### src/rtl/maquina_estados_pkg.sv
// maquina_estados_pkg: state encoding and default widths shared by the FSM, counter stage and bench
package maquina_estados_pkg;
   localparam int UMBRAL_BITS_DEF = 3;
   localparam int NUM_FIFOS_DEF = 4;
   typedef enum logic [3:0] {
      ST_RESET  = 4'b0000,
      ST_INIT   = 4'b0001,
      ST_IDLE   = 4'b0010,
      ST_ACTIVE = 4'b0100,
      ST_ERROR  = 4'b1000
   } estado_t;
endpackage

### src/rtl/maquina_estados_umbrales.sv
// registro_umbrales: threshold registers loaded during INIT
// UMBRAL_CHECK_EN enables flagging umbral_bajo_in >= umbral_alto_in as invalid.
module registro_umbrales #(
   parameter int UMBRAL_BITS = 3
) (
   input  logic                   clk,
   input  logic                   rst,
   input  logic                   load,
   input  logic [UMBRAL_BITS-1:0] umbral_alto_in,
   input  logic [UMBRAL_BITS-1:0] umbral_bajo_in,
   output logic [UMBRAL_BITS-1:0] umbral_alto,
   output logic [UMBRAL_BITS-1:0] umbral_bajo,
   output logic                   umbral_invalido
);
   logic [UMBRAL_BITS-1:0] alto_q, bajo_q;
   always_ff @(posedge clk) begin
      if (rst) begin
         alto_q <= '0;
         bajo_q <= '0;
      end else if (load) begin
         alto_q <= umbral_alto_in;
         bajo_q <= umbral_bajo_in;
      end
   end
   assign umbral_alto = alto_q;
   assign umbral_bajo = bajo_q;
`ifdef UMBRAL_CHECK_EN
   assign umbral_invalido = umbral_bajo_in >= umbral_alto_in;
`else
   assign umbral_invalido = 1'b0;
`endif
endmodule

### src/rtl/maquina_estados.sv
// maquina_estados: main control FSM; latches FIFO thresholds in INIT, sticky ERROR until rst.
// UMBRAL_CHECK_EN: an invalid threshold pair on INIT exit goes to ERROR instead of IDLE.
module maquina_estados
   import maquina_estados_pkg::*;
#(
   parameter int UMBRAL_BITS = UMBRAL_BITS_DEF,
   parameter int NUM_FIFOS = NUM_FIFOS_DEF
) (
   input  logic                   clk,
   input  logic                   rst,
   input  logic                   init,
   input  logic [UMBRAL_BITS-1:0] umbral_alto_in,
   input  logic [UMBRAL_BITS-1:0] umbral_bajo_in,
   input  logic [NUM_FIFOS-1:0]   fifo_empty,
   input  logic [NUM_FIFOS-1:0]   fifo_error,
   output logic [3:0]             estado_FSM,
   output logic                   idle,
   output logic [UMBRAL_BITS-1:0] umbral_alto,
   output logic [UMBRAL_BITS-1:0] umbral_bajo,
   output logic                   error_out,
   output logic [NUM_FIFOS-1:0]   error_mask
);
   estado_t estado_q;
   logic [NUM_FIFOS-1:0] mask_q;
   logic umbral_invalido;
   registro_umbrales #(.UMBRAL_BITS(UMBRAL_BITS)) u_umbrales (
      .clk            (clk),
      .rst            (rst),
      .load           (estado_q == ST_INIT),
      .umbral_alto_in (umbral_alto_in),
      .umbral_bajo_in (umbral_bajo_in),
      .umbral_alto    (umbral_alto),
      .umbral_bajo    (umbral_bajo),
      .umbral_invalido(umbral_invalido)
   );
   always_ff @(posedge clk) begin
      if (rst) begin
         estado_q <= ST_RESET;
         mask_q   <= '0;
      end else begin
         case (estado_q)
            ST_RESET: estado_q <= ST_INIT;
            ST_INIT:
               if (!init) begin
                  estado_q <= umbral_invalido ? ST_ERROR : ST_IDLE;
                  mask_q   <= '0;
               end
            ST_IDLE, ST_ACTIVE:
               if (|fifo_error) begin
                  estado_q <= ST_ERROR;
                  mask_q   <= fifo_error;
               end else if (init)
                  estado_q <= ST_INIT;
               else
                  estado_q <= (&fifo_empty) ? ST_IDLE : ST_ACTIVE;
            ST_ERROR: estado_q <= ST_ERROR;
            default:  estado_q <= ST_RESET;
         endcase
      end
   end
   assign estado_FSM = estado_q;
   assign idle       = estado_q == ST_IDLE;
   assign error_out  = estado_q == ST_ERROR;
   assign error_mask = mask_q;
endmodule

### config.mk
export PLATFORM = sky130hd
export DESIGN_NAME = maquina_estados
export DESIGN_NICKNAME = d
export VERILOG_FILES = /design/src/rtl/maquina_estados_pkg.sv /design/src/rtl/maquina_estados_umbrales.sv /design/src/rtl/maquina_estados.sv
export SDC_FILE = /design/constraint.sdc
export NUM_CORES = 1
export LEC_CHECK = 0
export ABC_CLOCK_PERIOD_IN_PS = 4600
export CORE_MARGIN = 5
export CORE_UTILIZATION = 41
export DETAILED_ROUTE_END_ITERATION = 7
export GPL_TIMING_DRIVEN = 0
export PLACE_DENSITY = 0.92
export REMOVE_ABC_BUFFERS = 1
export SLEW_MARGIN = 20
export SYNTH_ARGS = -nofsm -noshare
export SYNTH_HDL_FRONTEND = slang
export SYNTH_SLANG_ARGS = --single-unit
### constraint.sdc
create_clock -name clk -period 4.6 [get_ports clk]
set_input_delay 1.38 -clock clk [delete_from_list [all_inputs] [get_ports clk]]
set_output_delay 1.38 -clock clk [all_outputs]
set_load 0.01 [all_outputs]
; ---- Word level (Yosys, flattened, before mapping)
; Cells that the tools add are included.
[classes]
n_reduce_logical = 6
shift = 0
n_addsub = 0
n_eq_ne = 6
mux = 8
n_lt_le_gt_ge = 0
div = 0
n_bitwise = 0
multipliers = 0
[ops]
columns = cell, count
row1 = 2-to-1 mux 4 bit, 4
row2 = one-hot mux 4 bit (4 select lines), 1
row3 = one-hot mux 4 bit (2 select lines), 1
row4 = 2-to-1 mux 3 bit, 2
row5 = == test 4 x 1 -> 1 bit (second input constant), 1
row6 = == test 4 x 2 -> 1 bit (second input constant), 1
row7 = == test 4 x 3 -> 1 bit (second input constant), 1
row8 = == test 4 bit (second input constant), 1
row9 = zero test 4 bit, 1
row10 = inequality test 2 bit (second input constant), 2
row11 = AND reduction 4 bit, 1
row12 = OR reduction 4 bit, 1
row13 = AND reduction 3 bit, 1
row14 = nonzero test 2 bit, 1
row15 = OR reduction 2 bit, 1
[word_totals]
ff_bits = 14
out_inout_bits = 16
latchBits = 0
word_cells = 24
romBits = 0
memories = 0
ram_bits = 0
input_bits = 17

; ---- Longest topological paths before layout
[depth]
depth_word = 5
depth_mapped = 5
depth_no_buf = 3

; ---- Cells and area by module
; Synthesis repeated with hierarchy kept, for this count alone.
[unflattened]
cells_unflattened = 67
hier_area_um2 = 700.7
[by_module_without_submodules]
columns = module, cells_each, area_each_um2, seq_area_each_um2, n_inst
row1 = maquina_estados, 46, 475.5, 160.2, 1
row2 = registro_umbrales, 21, 225.2, 120.1, 1

; ---- Worst setup path after synthesis
; No wires, ideal clock.
[synth_path]
path_type = flip-flop to output port
startpoint = register estado_q[3], in the netlist estado_FSM[3]
endpoint = output idle
setup_slack_ns = 2.189
required_time_ns = 3.220
arrival_ns = 1.031
stages_incl_launch_ff = 3
n_path_buf = 0
cell_sequence = dfxtp_1 or2_1 nor3b_1
[synth_between]
elab_chain_len = 1
[synth_lines]
columns = element, line_no
row1 = "start, declared", maquina_estados.sv:23  ; estado_t estado_q;
row2 = "start signal, assigned", maquina_estados.sv:45  ; estado_q <= umbral_invalido ? ST_ERROR : ST_IDLE;
row3 = "start signal, assigned", maquina_estados.sv:55  ; estado_q <= (&fifo_empty) ? ST_IDLE : ST_ACTIVE;
row4 = == test 4 x 2 -> 1 bit, maquina_estados.sv:62  ; assign idle = estado_q == ST_IDLE;
row5 = "end, declared", maquina_estados.sv:17  ; output logic idle,
; Every way passes these cells.

; ---- Final worst setup path
; Same ends and word-level chain as after synthesis.

==> results.cfg <==
[status]
status = complete, no violations

[worst_setup_path]
critPathRequiredTime_ps = 3220
crit_start = estado_FSM[3]
crit_buf_inv = 1
reg2reg_from = estado_FSM[1]
crit_family = buffers and inverters
worstSetupStartpointType = register
max_stage_delay_ps = 560
cp_slowest_cell = clkdlybuf4s50_1
cp-end-kind = output pin
cp_max_fo = 9
worst_ep_arrival_time_ps = 1770
path_cells = or2_1, nor3b_1, clkdlybuf4s50_1
crit_type = register to output pin

[detailed_routing]
wl_per_cell_um = 14.0
drc_errors = 0
drt_wl_total_um = 1560
drtAntennaViolNets = 0
vias_per_cell = 5.43
route.vias.total = 608
drt_iter0_markers = 4
first_pass_iters = 2

[sta]
relSlewSlack_pct = 58.6
worst_pin_slew_ps = 616
finalSetupViolCount = 0
period_share_pct = 68.4
fin_skew_ps = 5.45
whs_ps = 451
timing_hold_violations_final = 0
rsz0062_at_grt = no
timing.setup.tns_ps = 0
drv_slew = 0
fmax_mhz = 318
finalCriticalPeriod_ps = 3150
postLayoutSetupSlackWorst_ps = 1450

[synthesis]
syn-cell-area_um2 = 657
synth.most_common_cell = dfxtp_1
ys_seq_area_share_pct = 42.7
synth.area.top_cells = dfxtp_1 (43%), mux2i_1 (9.1%), o2bb2ai_1 (5.3%)
synth-compound-area-share_pct = 15.8
avgSynthCellArea_um2 = 10.1
synth-async-reset-ratio_pct = 0
synth_common_cells = dfxtp_1 (14), nor2_1 (8), mux2i_1 (6)
synth_top_cell_area_share_pct = 42.7
synth_cells = 65
synth_top_family_by_area = simple AND/OR/NAND/NOR gates
synth_edf_count = 0
synthXorXnorAreaFrac_pct = 2.67
synthFlopType = dfxtp_1
synth_fa_ha_area_share_pct = 0
synth.distinct_cells = 28
ys_ff_latch = 14
synthMuxAreaShare_pct = 9.14
yosysWarnings = 0
yosys.area.top_type = dfxtp_1
synthSimpleGateAreaFrac_pct = 24.4

[cts]
cts.sinks = 14
tritoncts.num_buffers = 3
holdBufCountCts = 0
cts_max_path_buffers = 2
clock_latency_ps = 280
cts.htree.levels = 1
cts_resized = 0
post_cts_buffers = 0
cts-root-buf = clkbuf_4
tritoncts = built
clk_pin_slew_ps = 80

[layout]
syn_to_final_growth_pct = 50.5
fin_cells = 112
insertedDiodeCount = 0
n_fill_cell = 135
regArea_um2 = 280
fin_nets = 115
multi_input_area_um2 = 342
drive_gt1_share_pct = 7.29

[pwr]
peakVddDrop_mv = 0.204
p_leak_nw = 0.389
p_total_uw = 313
powerDensity_nw_per_um2 = 317

[floorplanning]
core_um2 = 1510
std_cell_rows = 14
start_util_pct = 43.6
die-area_um2 = 2500
io_pins = 33
die-height_um = 50.0
die-width_um = 50.0

[placement]
gp_congestion = 0.691
dp_cells = 109
hpwl_um = 1240
post-place-ws_ps = 1750
port-buffer-count = 32

[global_routing]
grt_pass1_vias = 612
grtUsageTotal_pct = 13.5
grt_first_pass_wirelength_um = 2640
grt_max_degree = 11
antenna_found_initial = 0
overflow = 0

[hold_path]
hold_start = error_mask[2]
hold_path.class = register to register

[job]
drv_cap = 0
==> final cells by class <==
cell class	instances	area share [%]
Timing Repair Buffer	32	32.4
Tap cell	16	2.03
Clock buffer	3	2.28
Sequential cell	14	28.4
Multi-Input combinational cell	46	34.6
Inverter	1	0.380
==> power breakdown <==
group | leakage [nW] | internal (mW) | switching (mW) | total [mW]
Combinational | 0.261 | 0.0575 | 0.0420 | 0.0995
Sequential | 0.114 | 0.132 | 0.0112 | 0.144
Clock | 0.0138 | 0.0304 | 0.0395 | 0.0699
Total | 0.389 | 0.220 | 0.0927 | 0.313
==> worst reg2reg max path: cells and delay by family, from the launching register on <==
family           cells  cell delay [ps]
AND/OR/NAND/NOR      1              660
flip-flops           1              420
AO/OA/AOI/OAI        2              320
==> metrics by stage <==
stage               area, um2  util [%]
finish                    988      65.6
detailed placement        966      64.1
CTS                       988      65.6
global route              988      65.6
floorplan                 626         -
global placement          966      64.1
==> state kept, by name, summed over array words and instances, names as in the netlist <==
name	cells
error_mask	4
estado_FSM	4
u_umbrales.umbral_alto	3
u_umbrales.umbral_bajo	3
==> kinds of logic (layout without fill, tap and decap cells) <==
| logic type | Yosys count | in the layout |
|---|---|---|
| AOI/OAI and AO/OA | 11 | 11 |
| buffers and inverters | 5 | 36 |
| xor gates and xnor gates | 2 | 2 |
| and+or+nand+nor | 27 | 27 |
| muxes | 6 | 6 |
| DFF | 14 | 14 |
==> cells in the final DEF, fill, tap and decap left out, types with 2 or more instances in the layout <==
cell type and count:
clkdlybuf4s50_1 32, o2bb2ai_1 4, nor3_1 5, nand2_1 4
dfxtp_1 14, nor2_1 8, clkbuf_4 3, mux2i_1 6
a21oi_1 2
==> worst paths after layout <==
kind                    to  slack [ps]  cells past startpoint
min reg2reg  error_mask[2]         450                      2
max reg2reg  error_mask[0]        3100                      3
max                   idle        1450                      3
min          error_mask[2]         450                      2
==> metal layers <==
metal,vias to the layer above,wire [um],global-route usage (%)
li1,304,-,-
met1,278,630,15.2
met2,24,729,20.3
met3,2,177,6.63
met4,0,26,7.86
met5,-,0,0
No activity file was read; power rests on OpenSTA's default activity.
